File: src/rtl/lexicon_gpio_ext_pkg.sv
// Shared register map, IRQ type encoding and decode helper for the GPIO extender.
package lexicon_gpio_ext_pkg;

    localparam int unsigned ADDR_W    = 6;
    localparam int unsigned DEB_DIV_W = 8;
    localparam int unsigned DEB_CNT_W = 3;

    localparam logic [ADDR_W-1:0] OFF_DIR        = 6'h00;
    localparam logic [ADDR_W-1:0] OFF_OUT        = 6'h04;
    localparam logic [ADDR_W-1:0] OFF_IN         = 6'h08;
    localparam logic [ADDR_W-1:0] OFF_OUT_SET    = 6'h0C;
    localparam logic [ADDR_W-1:0] OFF_OUT_CLR    = 6'h10;
    localparam logic [ADDR_W-1:0] OFF_IRQ_EN     = 6'h14;
    localparam logic [ADDR_W-1:0] OFF_IRQ_TYPE   = 6'h18;
    localparam logic [ADDR_W-1:0] OFF_IRQ_POL    = 6'h1C;
    localparam logic [ADDR_W-1:0] OFF_IRQ_BOTH   = 6'h20;
    localparam logic [ADDR_W-1:0] OFF_IRQ_STATUS = 6'h24;
    localparam logic [ADDR_W-1:0] OFF_DEB_EN     = 6'h28;
    localparam logic [ADDR_W-1:0] OFF_DEB_DIV    = 6'h2C;

    typedef enum logic {
        IRQ_LEVEL = 1'b0,
        IRQ_EDGE  = 1'b1
    } irq_type_e;

    // True for a word-aligned offset inside the implemented register window.
    function automatic logic offset_mapped(input logic [ADDR_W-1:0] addr);
        return (addr[1:0] == 2'b00) && (addr <= OFF_DEB_DIV);
    endfunction

endpackage

File: src/rtl/lexicon_gpio_ext_filter.sv
// Per-pin input conditioning: synchroniser chain followed by an optional
// tick-based debouncer that owns the pin's IN bit.
// Ports: clk_i/rst_ni (sync active-low), pad_i async pad, tick_i shared
// debounce tick, deb_en_i debounce enable, in_o conditioned level.
module lexicon_gpio_ext_filter
    import lexicon_gpio_ext_pkg::*;
#(
    parameter int unsigned SYNC_STAGES = 2,
    parameter int unsigned DEB_CNT     = 3
) (
    input  logic clk_i,
    input  logic rst_ni,
    input  logic pad_i,
    input  logic tick_i,
    input  logic deb_en_i,
    output logic in_o
);

    logic [SYNC_STAGES-1:0] sync_q, sync_d;
    logic [DEB_CNT_W-1:0]   cnt_q, cnt_d;
    logic                   in_q, in_d;
    logic                   synced;

    // Count consecutive ticks that see a level differing from IN; without
    // debounce the synchronised level is copied straight through.
    always_comb begin
        sync_d = {sync_q[SYNC_STAGES-2:0], pad_i};
        synced = sync_q[SYNC_STAGES-1];
        cnt_d  = cnt_q;
        in_d   = in_q;
        if (!deb_en_i) begin
            in_d  = synced;
            cnt_d = '0;
        end else if (tick_i) begin
            if (synced == in_q) begin
                cnt_d = '0;
            end else if (cnt_q == DEB_CNT_W'(DEB_CNT - 1)) begin
                in_d  = synced;
                cnt_d = '0;
            end else begin
                cnt_d = cnt_q + 1'b1;
            end
        end
    end

    always_ff @(posedge clk_i) begin
        if (!rst_ni) begin
            sync_q <= '0;
            cnt_q  <= '0;
            in_q   <= 1'b0;
        end else begin
            sync_q <= sync_d;
            cnt_q  <= cnt_d;
            in_q   <= in_d;
        end
    end

    assign in_o = in_q;

endmodule

File: src/rtl/lexicon_gpio_ext.sv
// APB4 GPIO extender: direction/output registers, conditioned inputs and
// per-pin level/edge interrupts with W1C status.
// Ports: pclk/prstn (sync active-low), APB4 slave (psel..pslverr, zero wait
// states), gpio_i async pads, gpio_o/gpio_oe pad drive, irq_o OR of status.
module lexicon_gpio_ext
    import lexicon_gpio_ext_pkg::*;
#(
    parameter int unsigned GPIO_PINS   = 32,
    parameter int unsigned SYNC_STAGES = 2,
    parameter int unsigned DEB_CNT     = 3
) (
    input  logic                   pclk,
    input  logic                   prstn,
    input  logic                   psel,
    input  logic                   penable,
    input  logic                   pwrite,
    input  logic [ADDR_W-1:0]      paddr,
    input  logic [GPIO_PINS/8-1:0] pstrb,
    input  logic [GPIO_PINS-1:0]   pwrdata,
    output logic [GPIO_PINS-1:0]   prddata,
    output logic                   pready,
    output logic                   pslverr,
    input  logic [GPIO_PINS-1:0]   gpio_i,
    output logic [GPIO_PINS-1:0]   gpio_o,
    output logic [GPIO_PINS-1:0]   gpio_oe,
    output logic                   irq_o
);

    logic [GPIO_PINS-1:0] dir_q, dir_d, out_q, out_d;
    logic [GPIO_PINS-1:0] en_q, en_d, type_q, type_d, pol_q, pol_d, both_q, both_d;
    logic [GPIO_PINS-1:0] status_q, status_d, deb_en_q, deb_en_d, in_prev_q;
    logic [DEB_DIV_W-1:0] deb_div_q, deb_div_d, presc_q, presc_d;

    logic [GPIO_PINS-1:0] in_w, strb_mask, wmask, w1c, irq_set;
    logic [GPIO_PINS-1:0] rise, fall, edge_evt, lvl, rdata;
    logic                 access, bad, wr_en, rd_en, tick;

    for (genvar g = 0; g < GPIO_PINS; g++) begin : g_mask
        assign strb_mask[g] = pstrb[g/8];
    end

    for (genvar g = 0; g < GPIO_PINS; g++) begin : g_pin
        lexicon_gpio_ext_filter #(
            .SYNC_STAGES (SYNC_STAGES),
            .DEB_CNT     (DEB_CNT)
        ) u_filter (
            .clk_i    (pclk),
            .rst_ni   (prstn),
            .pad_i    (gpio_i[g]),
            .tick_i   (tick),
            .deb_en_i (deb_en_q[g]),
            .in_o     (in_w[g])
        );
    end

    // Access decode: illegal accesses raise pslverr and are otherwise ignored.
    always_comb begin
        access = psel & penable;
        bad    = !offset_mapped(paddr)
               || (pwrite && (paddr == OFF_IN))
               || (!pwrite && ((paddr == OFF_OUT_SET) || (paddr == OFF_OUT_CLR)));
        wr_en  = access & pwrite & ~bad;
        rd_en  = access & ~pwrite & ~bad;
    end

    // Read mux, driven only during a legal read access phase.
    always_comb begin
        rdata = '0;
        if (rd_en) begin
            case (paddr)
                OFF_DIR:        rdata = dir_q;
                OFF_OUT:        rdata = out_q;
                OFF_IN:         rdata = in_w;
                OFF_IRQ_EN:     rdata = en_q;
                OFF_IRQ_TYPE:   rdata = type_q;
                OFF_IRQ_POL:    rdata = pol_q;
                OFF_IRQ_BOTH:   rdata = both_q;
                OFF_IRQ_STATUS: rdata = status_q;
                OFF_DEB_EN:     rdata = deb_en_q;
                OFF_DEB_DIV:    rdata = GPIO_PINS'(deb_div_q);
                default:        rdata = '0;
            endcase
        end
    end

    // Reset forces the bus response quiet even while a transfer is presented.
    assign prddata = rdata & {GPIO_PINS{prstn}};
    assign pslverr = access & bad & prstn;
    assign pready  = 1'b1;

    // Register writes, prescaler and interrupt status next-state.
    always_comb begin
        dir_d     = dir_q;
        out_d     = out_q;
        en_d      = en_q;
        type_d    = type_q;
        pol_d     = pol_q;
        both_d    = both_q;
        deb_en_d  = deb_en_q;
        deb_div_d = deb_div_q;
        wmask     = pwrdata & strb_mask;
        w1c       = '0;

        tick    = (presc_q == deb_div_q);
        presc_d = tick ? '0 : presc_q + 1'b1;

        if (wr_en) begin
            case (paddr)
                OFF_DIR:        dir_d    = (dir_q & ~strb_mask) | wmask;
                OFF_OUT:        out_d    = (out_q & ~strb_mask) | wmask;
                OFF_OUT_SET:    out_d    = out_q | wmask;
                OFF_OUT_CLR:    out_d    = out_q & ~wmask;
                OFF_IRQ_EN:     en_d     = (en_q & ~strb_mask) | wmask;
                OFF_IRQ_TYPE:   type_d   = (type_q & ~strb_mask) | wmask;
                OFF_IRQ_POL:    pol_d    = (pol_q & ~strb_mask) | wmask;
                OFF_IRQ_BOTH:   both_d   = (both_q & ~strb_mask) | wmask;
                OFF_IRQ_STATUS: w1c      = wmask;
                OFF_DEB_EN:     deb_en_d = (deb_en_q & ~strb_mask) | wmask;
                OFF_DEB_DIV: begin
                    if (pstrb[0]) begin
                        deb_div_d = pwrdata[DEB_DIV_W-1:0];
                        presc_d   = '0;
                    end
                end
                default: ;
            endcase
        end

        // BOTH overrides POL for edges; level condition is IN == POL.
        rise     = in_w & ~in_prev_q;
        fall     = ~in_w & in_prev_q;
        edge_evt = (both_q & (rise | fall))
                 | (~both_q & ((pol_q & rise) | (~pol_q & fall)));
        lvl      = ~(in_w ^ pol_q);
        irq_set  = en_q & ((type_q & edge_evt) | (~type_q & lvl));

        // A set in the same cycle as W1C wins.
        status_d = (status_q & ~w1c) | irq_set;
    end

    always_ff @(posedge pclk) begin
        if (!prstn) begin
            dir_q     <= '0;
            out_q     <= '0;
            en_q      <= '0;
            type_q    <= '0;
            pol_q     <= '0;
            both_q    <= '0;
            status_q  <= '0;
            deb_en_q  <= '0;
            deb_div_q <= '0;
            presc_q   <= '0;
            in_prev_q <= '0;
        end else begin
            dir_q     <= dir_d;
            out_q     <= out_d;
            en_q      <= en_d;
            type_q    <= type_d;
            pol_q     <= pol_d;
            both_q    <= both_d;
            status_q  <= status_d;
            deb_en_q  <= deb_en_d;
            deb_div_q <= deb_div_d;
            presc_q   <= presc_d;
            in_prev_q <= in_w;
        end
    end

    assign gpio_o  = out_q;
    assign gpio_oe = dir_q;
    assign irq_o   = |status_q;

endmodule

File: config.mk
export PLATFORM = sky130hd
export DESIGN_NAME = lexicon_gpio_ext
export DESIGN_NICKNAME = d
export VERILOG_FILES = /design/src/rtl/lexicon_gpio_ext_pkg.sv /design/src/rtl/lexicon_gpio_ext_filter.sv /design/src/rtl/lexicon_gpio_ext.sv
export SDC_FILE = /design/constraint.sdc
export NUM_CORES = 1
export LEC_CHECK = 0
export BUFFER_PORTS_ARGS = -buffer_cell sky130_fd_sc_hd__buf_2
export CORE_MARGIN = 1.5
export CORE_UTILIZATION = 40
export DETAILED_ROUTE_END_ITERATION = 10
export PLACE_DENSITY = 0.58
export SKIP_CTS_REPAIR_TIMING = 1
export SYNTH_ARGS = -nofsm -noshare
export SYNTH_HDL_FRONTEND = slang
export SYNTH_SLANG_ARGS = --single-unit
File: constraint.sdc
create_clock -name pclk -period 2.4 [get_ports pclk]
set_input_delay 0.12 -clock pclk [delete_from_list [all_inputs] [get_ports pclk]]
set_output_delay 0.12 -clock pclk [all_outputs]
set_load 0.03 [all_outputs]
; ---- Word level (Yosys, flattened, before mapping)
; Index checks and enable logic that the tools add are counted.
[op_classes]
add_sub_neg = 33
n_eq_ne = 172
order_cmp = 1
n_reduce_logical = 84
mux = 201
bitwise_logic = 52
[op_table]
columns = op, n
row1 = bitwise AND 32 bit, 20
row2 = OR 32 bit, 13
row3 = case mux 32 bit (10 select lines), 1
row4 = NOT 32 bit, 9
row5 = two-way mux 3 bit, 64
row6 = two-way mux 1 bit, 128
row7 = inequality test 2 x 1 -> 1 bit (second input constant), 64
row8 = AND reduction 3 bit, 33
row9 = adder 3 x 1 -> 3 bit (second input constant), 32
row10 = equality test 3 x 2 -> 1 bit (second input constant), 32
row11 = two-way mux 32 bit, 3
row12 = case mux 32 bit (3 select lines), 1
row13 = AND reduction 2 bit, 39
row14 = inequality test 2 bit (second input constant), 32
row15 = equality test 1 bit, 32
row16 = two-way mux 8 bit, 4
row17 = OR reduction 32 bit, 1
row18 = XOR 32 bit, 1
row19 = equality test 6 x 5 -> 1 bit (second input constant), 4
row20 = equality test 6 bit (second input constant), 4
row21 = equality test 6 x 4 -> 1 bit (second input constant), 2
row22 = adder 8 x 1 -> 8 bit (second input constant), 1
row23 = equality test 8 bit, 1
row24 = bitwise AND 1 bit, 7
row25 = 9 further kinds, 15
[word_totals]
wordCells = 650
regBits = 496
input_bits = 79
out_inout_bits = 99

; ---- Depth between registers and ports, before layout
; Gate-level depths: netlist of run 1.
[logic_depth]
word_depth = 11
ltp_mapped = 8
ltp_nobuf = 6

; ---- Hierarchy
; Synthesis of run 1 repeated with hierarchy kept, for this count alone.
[unflattened]
cells_unflattened = 2680
hier_area_um2 = 25165.4
[modules_own_cells]
columns = module, area_per_inst_um2, seq_area_each_um2, cells_each, instances
row1 = lexicon_gpio_ext, 16597.2, 6085.8, 1784, 1
row2 = lexicon_gpio_ext_filter, 267.8, 120.1, 28, 32

; ---- Worst setup path after synthesis of run 1
; Ideal clock, no wire load.
[synth_timing]
path_type = input-to-output
from = in paddr[1]
to = out prddata[0]
cell_stages = 7
t_arrival_ps = 2072
setup_slack_ps = 208
required_time_ps = 2280
n_path_buf = 3
cell_sequence = buf_2 or4_1 buf_6 nor3_4 buf_6 a221oi_1 a31oi_1
[synth_between]
elab_chain_cells = 9
word_cells_on_any_way = 26
classes_between = order compare: 1 / eq/ne: 11 / mux: 2 / bitwise: 3 / reduce/logical: 9
[synth_lines]
columns = element, line
row1 = from (decl), lexicon_gpio_ext.sv:17  ; input logic [ADDR_W-1:0] paddr,
row2 = <= comparator 6 bit / logical NOT 2 bit (equally long branches), lexicon_gpio_ext_pkg.sv:28  ; return (addr[1:0] == 2'b00) && (addr <= OFF_DEB_DIV);
row3 = logical AND 1 bit, lexicon_gpio_ext_pkg.sv:28
row4 = logical NOT 1 bit, lexicon_gpio_ext.sv:59  ; bad = !offset_mapped(paddr)
row5 = logical OR 1 bit, lexicon_gpio_ext.sv:60  ; || (pwrite && (paddr == OFF_IN))
row6 = logical OR 1 bit, lexicon_gpio_ext.sv:61  ; || (!pwrite && ((paddr == OFF_OUT_SET) || (paddr == OFF_OUT_CLR)));
row7 = NOT 1 bit, lexicon_gpio_ext.sv:63  ; rd_en = access & ~pwrite & ~bad;
row8 = bitwise AND 1 bit, lexicon_gpio_ext.sv:63
row9 = two-way mux 32 bit (*), lexicon_gpio_ext.sv:69  ; if (rd_en) begin
row10 = bitwise AND 32 bit (*), lexicon_gpio_ext.sv:87  ; assign prddata = rdata & {GPIO_PINS{prstn}};
row11 = to (decl), lexicon_gpio_ext.sv:20  ; output logic [GPIO_PINS-1:0] prddata,
; Mark *: on every way between the ends. The rest lies on a longest branch, timed or not.

; ---- Worst setup path after layout of run 1
[layout_timing]
from = reg status_q[31]
to = out irq_o
[layout_between]
elab_chain_cells = 1
[layout_lines]
columns = element, line
row1 = from (decl), lexicon_gpio_ext.sv:31  ; logic [GPIO_PINS-1:0] status_q, status_d, deb_en_q, deb_en_d, in_prev_q;
row2 = from (signal assigned), lexicon_gpio_ext.sv:161  ; status_q <= status_d;
row3 = OR reduction 32 bit, lexicon_gpio_ext.sv:171  ; assign irq_o = |status_q;
row4 = to (decl), lexicon_gpio_ext.sv:26  ; output logic irq_o
; No other way between the ends.

==> results.md, run 1 <==
* Outcome: completed
* Reg-to-reg slack, setup at 230 ps
* WS Path Type: flip-flop to output port
* Crit path largest cell delay at 370 ps
* Initial antenna violation count at 4
* Met3 wire length at 8360 um
* TritonCTS buffer count at 56
* DRT antenna net count at 0
* Fmax achieved at 420 MHz
* RSZ-0062 raised after global routing: no
* Clock group share of total power at 48.7%
* Detailed-router iteration count before antenna repair at 6
* Final core utilization at 48.3%
* Vias in the first global route at 23,400
* Synth warn at 0
* Post-DP HPWL at 65,700 um
* Initial Utilization at 40.6%
* Pwr dens at 597 nW/um^2
* Final Cell Area at 30,500 um^2
* Met2 wire length at 41,600 um
* RePlAce Congestion at 0.959
* Final #Nets at 3,279
* Drt total wl at 94,300 um
* Drc violations at 0
* First-pass GRT wire length at 143,000 um
* Worst clock skew at 24.9 ps
* FFs w/ async S/R, synth at 0%
* Sequential share of power at 46.0%
* Sw power at 4.32 mW
* Worst slew pin tran at 1050 ps
* Worst-skew pair later-pin latency at 630 ps
* Sequential area share after synthesis at 38.7%
* CTS HTree Levels at 2
* Dpl ws at 53.9 ps
* # rows at 92
* Clock Tree Buf Depth at 3
* Max-slew violations at 0
* Area delta synth->final at 19.1%
* Mapped Area at 25,600 um^2
* Crit share post-route at 99.1%
* Gate Count Post-Synth at 2,986
* Clock sinks at 496
* Post-Place Cell Area at 27,900 um^2
* Clock-pin slew on the worst setup and hold paths at 60 ps
* Final number of setup-violating endpoints at 0
* Core Region at 63,200 um^2
* Initial DRC count at 2,557
* Unique masters post-synth at 72
* Critical Path, Cell by Cell: nor4_4, buf_4, nand4_1, or2_4, buf_2
* Layout cell share with drive strength beyond 1 at 17.1%
* Max layer used: met5
* Worst EP arrival at 2260 ps
* CP required at 2280 ps
* Slowest cell on the critical path: dfxtp_2
* Leading area contributor after synthesis: dfxtp_1
* Total power at 18.2 mW
* IO Port Bufs at 176
* Ys flop type: dfxtp_1
* Leak at 10.9 nW
* Filler cell count at 6,045
* Worst hold path type: input port to flip-flop
* Gr usage total at 27.7%
* Die span in x at 256 um
* Die height at 256 um
* Io pins at 178
* Vias/cell at 6.15
* Post-Syn Nets at 3,130
* Total grt overflow at 0
* CP delay by family, top: simple AND/OR/NAND/NOR gates
* Crit path max fanout at 3
* VDD IR max at 510 uV
* Die area at 65,600 um^2
* CTS tree: done
* Commonest cells in the netlist: dfxtp_1 (496), nand3_1 (271), o21ai_0 (263)
* Maxcap violations at 0
* Switching share of power at 23.7%
* Most frequent cell after synthesis: dfxtp_1
* Routed met1 length at 40,600 um
* Post-route setup slack at 21.7 ps
* Internal at 13.9 mW
* Avg Inst Size Synth at 8.59 um^2
* Gate power share at 5.3%
* Slew headroom at 29.8%
* Crit end category: output port
* Routed len/inst at 23.5 um
* Share of the synthesized area in the top cell type at 38.7%
* Root buffer cell: clkbuf_16
* Area contributors post-synth: dfxtp_1 (39%), nand3_1 (5.3%), o21ai_0 (5.1%)
* CP bufs+invs at 2
* CP Launch Type: flip-flop
* EDFF count, synth at 0
* Final worst path period need at 2380 ps
* Vias at 24,700
* #FFs+latches synth at 496
* Sum of negative setup slack at 0 ps
* Largest net degree at the start of global routing at 141
* Final Hold Fails at 0
* Register Area at 9940 um^2
* Multi-input gate area at 14,100 um^2
per-stage QoR:
stage	hold WS (ps)	cells
after global placement	327	3857
after CTS	-336	3953
after floorplan	247	2986
after detailed placement	330	3857
after global routing	5.74	4019
final	0.474	4020
final cells by class:
type	count	area share (%)
clock buffer	79	5.33
antenna	1	0.00819
clock inverter	17	0.807
sequential	496	32.6
multi-input combinational	2069	46.1
tap	846	3.47
inverter	121	1.49
timing repair buffer	391	10.3
worst paths after layout:
check / start / endpoint / cells after the start
max: status_q[31] / irq_o / 5
min: pstrb[1] / gpio_o[13] / 4
max reg2reg: presc_q[0] / g_pin[18].u_filter.in_o / 5
min reg2reg: g_pin[2].u_filter.sync_q[0] / g_pin[2].u_filter.sync_q[1] / 1
routing by layer:
layer / up-vias / global-route usage [%]
met2: 1180 / 42.6
met3: 200 / 5.33
met1: 12100 / 37.9
met5: - / 0
li1: 11300 / -
met4: 2 / 11.1
power groups by stage:
| stage | clock [mW] | sequential [mW] | combinational [mW] |
|---|---|---|---|
| final | 8.88 | 8.39 | 0.963 |
| after global routing | 9.36 | 8.40 | 1.03 |
| after CTS | 9.07 | 8.39 | 0.861 |
| after detailed placement | 0 | 8.57 | 0.857 |
| after global placement | 0 | 8.57 | 0.843 |
| after floorplan | 0 | 8.53 | 0.533 |
cells by family after synthesis:
| logic type | Yosys count | synth area share, % |
|---|---|---|
| buffers and inverters | 421 | 6.91 |
| adder cells (fa/ha/maj) | 65 | 3.17 |
| AO/OA/AOI/OAI | 949 | 26.2 |
| XOR/XNOR | 93 | 3.18 |
| other | 1 | 0.0146 |
| multiplexers | 63 | 2.62 |
| AND/OR/NAND/NOR | 898 | 19.1 |
| flip-flops | 496 | 38.7 |
placed cells by master, fill, tap and decap left out, types with 79 or more instances in the layout:
master and instances:
inv_1 121, buf_2 171, o211ai_1 87, buf_4 115, o21ai_0 263, nand2_1 249
and2_1 95, nand3_1 270, a21boi_0 121, a21boi_1 79, dfxtp_1 491
tightest hold or removal path, cell delays in order:
cell	delay, ps
buf_2	110
inv_1	80
nor2_4	80
a32o_1	200
Note: power is estimated with default switching activity, not from simulation.
==> run 2, diff against run 1 <==
--- a/config.mk
+++ b/config.mk
@@ -7,9 +7,9 @@
 export LEC_CHECK = 0
 export BUFFER_PORTS_ARGS = -buffer_cell sky130_fd_sc_hd__buf_2
 export CORE_MARGIN = 1.5
-export CORE_UTILIZATION = 40
+export CORE_UTILIZATION = 30
 export DETAILED_ROUTE_END_ITERATION = 10
-export PLACE_DENSITY = 0.58
+export PLACE_DENSITY = 0.46
 export SKIP_CTS_REPAIR_TIMING = 1
 export SYNTH_ARGS = -nofsm -noshare
 export SYNTH_HDL_FRONTEND = slang
==> run 2 against run 1 <==
  * The run now ends with negative hold slack left
  * Flip-flop and latch count is the same
  * Clock power grew 12%
  * Via count grew 0.87%
  * Clock skew is essentially flat
  * Fmax shrank 0.79%
  * Sequential share of layout area shrank 0.85 points
  * Largest cell class unchanged
==> results.md, run 2 (synthesis gave the netlist of run 1 again) <==
* Core Region at 84,900 um^2 (was 63,200 um^2)
* CP required at 2280 ps (about the same)
* Outcome: finished with violations (was completed)
* VDD IR max at 593 uV (was 510 uV)
* Critical Path, Cell by Cell: or3b_2, a21oi_4, a221oi_1, a31oi_1, buf_4, buf_4 (was nor4_4, buf_4, nand4_1, or2_4, buf_2)
* CP Launch Type: flip-flop (unchanged)
* TritonCTS buffer count at 61 (was 56)
* RSZ-0062 raised after global routing: yes (was no)
* Initial Utilization at 30.2% (was 40.6%)
* Die area at 87,200 um^2 (was 65,600 um^2)
* WS Path Type: flip-flop to output port (unchanged)
* Final number of setup-violating endpoints at 0 (unchanged)
* Clock-pin slew on the worst setup and hold paths at 60 ps (about the same)
* Vias in the first global route at 23,900 (was 23,400)
* Worst EP arrival at 2280 ps (was 2260 ps)
* Critical path's most frequent cell: buf_4
* GR Layer Usage met3 at 3.91% (was 5.33%)
* Grt met2 use at 36.8% (was 42.6%)
* Drc violations at 0 (unchanged)
* Worst-skew pair later-pin latency at 660 ps (was 630 ps)
* CP bufs+invs at 2 (unchanged)
* CTS HTree Levels at 2 (unchanged)
* Vias at 24,900 (was 24,700)
* Initial DRC count at 2,130 (was 2,557)
* Slew headroom at 22.0% (was 29.8%)
* Placed instance count at 4,166 (was 3,857)
* CP delay by family, top: simple AND/OR/NAND/NOR gates (unchanged)
* Leak at 11.1 nW (was 10.9 nW)
* Total grt overflow at 0 (unchanged)
* Crit end category: output port (unchanged)
* Post-Place Cell Area at 28,400 um^2 (was 27,900 um^2)
* Worst clock skew at 25.3 ps (was 24.9 ps)
* Pwr dens at 617 nW/um^2 (was 597 nW/um^2)
* Post-DP HPWL at 73,000 um (was 65,700 um)
* Vias/cell at 5.74 (was 6.15)
* Crit path max fanout at 3 (unchanged)
* Final worst path period need at 2400 ps (was 2380 ps)
* Layout cell share with drive strength beyond 1 at 18.2% (was 17.1%)
* Worst slew pin tran at 1170 ps (was 1050 ps)
* Io pins at 178 (unchanged)
* Detailed-router iteration count before antenna repair at 7 (was 6)
* Final Cell Area at 31,400 um^2 (was 30,500 um^2)
* RePlAce Congestion at 0.910 (was 0.959)
* Failing checks: negative hold slack
* Filler cell count at 8,648 (was 6,045)
* GR peak layer: met2 (unchanged)
* Post-route insts no fill at 4,345 (was 4,020)
* Crit path largest cell delay at 480 ps (was 370 ps)
* Die span in x at 295 um (was 256 um)
* DRT antenna net count at 0 (unchanged)
* CTS tree: done (unchanged)
* Die height at 295 um (was 256 um)
* Reg-to-reg slack, setup at 180 ps (was 230 ps)
* Final #Nets at 3,296 (was 3,279)
* First-pass GRT wire length at 155,000 um (was 143,000 um)
* Clock sinks at 496 (unchanged)
* Max-slew violations at 0 (unchanged)
* Gr usage total at 23.3% (was 27.7%)
* Fmax achieved at 417 MHz (was 420 MHz)
* Total power at 19.4 mW (was 18.2 mW)
* Maxcap violations at 0 (unchanged)
* Routed len/inst at 24.0 um (was 23.5 um)
* Sum of negative setup slack at 0 ps (unchanged)
* Root buffer cell: clkbuf_16 (unchanged)
* Commonest non-fill, non-tap cell in the layout: dfxtp_1 (unchanged)
* # rows at 107 (was 92)
* Worst hold path type: input port to flip-flop (unchanged)
* Area delta synth->final at 22.5% (was 19.1%)
* Largest net degree at the start of global routing at 100 (was 141)
* Crit share post-route at 99.9% (was 99.1%)
* Slowest cell on the critical path: or3b_2 (was dfxtp_2)
* Drt total wl at 104,000 um (was 94,300 um)
* Most frequent cells in the layout: dfxtp_1 (480), nand3_1 (269), o21ai_0 (263) (was dfxtp_1 (491), nand3_1 (270), o21ai_0 (263))
* Initial antenna violation count at 6 (was 4)
* Final Hold Fails at 1 (was 0)
* IO Port Bufs at 176 (unchanged)
* Met1 Track Usage GR at 31.6% (was 37.9%)
* Clock Tree Buf Depth at 3 (unchanged)
* Hold slack at -1.13 ps (was 0.474 ps)
-- run 2: tightest hold or removal path, delay by kind of cell --
family,cells,cell delay [ps]
buf+inv,2,210
compound gates,1,200
simple gates,1,70
-- run 2: power by group --
part           total [mW]  internal [mW]  leakage [nW]  switching, mW
registers            8.40           8.31          4.02         0.0923
logic               0.988          0.380          6.07          0.609
clock network        9.98           6.02          1.05           3.96
-- run 2: path summary, 6_finish.rpt --
check,from,endpoint,cells past startpoint
max,flip-flop,prddata[12],6
min,pstrb[3],gpio_o[24],4
max reg2reg,presc_q[0],g_pin[25].u_filter.in_o,6
min reg2reg,g_pin[27].u_filter.sync_q[0],g_pin[27].u_filter.sync_q[1],1
-- run 2: cell type report --
| type | instances | area [um^2] | area share [%] |
|---|---|---|---|
| Clock inverter | 24 | 378 | 1.20 |
| Sequential cell | 496 | 9950 | 31.7 |
| Multi-Input combinational cell | 2069 | 14100 | 45.0 |
| Inverter | 121 | 454 | 1.45 |
| Antenna cell | 2 | 5.00 | 0.0159 |
| Timing Repair Buffer | 403 | 3300 | 10.5 |
| Clock buffer | 86 | 1750 | 5.58 |
| Tap cell | 1144 | 1430 | 4.56 |
-- run 2: layer usage --
| layer | routed length [um] | vias to the layer above |
|---|---|---|
| met1 | 46300 | 12400 |
| met2 | 46900 | 1016 |
| li1 | - | 11300 |
| met5 | 28 | - |
| met4 | 3710 | 4 |
| met3 | 7310 | 187 |
-- run 2: through the flow --
step           hold slack [ps]  utilization, %  setup WS (ps)
2_1_floorplan              247               -            208
4_1_cts                   -353            36.0           -330
3_3_place_gp               335            33.5           49.6
3_5_place_dp               330            33.5           24.6
6_report                 -1.13            37.0           2.72
5_1_grt                   19.4            37.0          -73.7
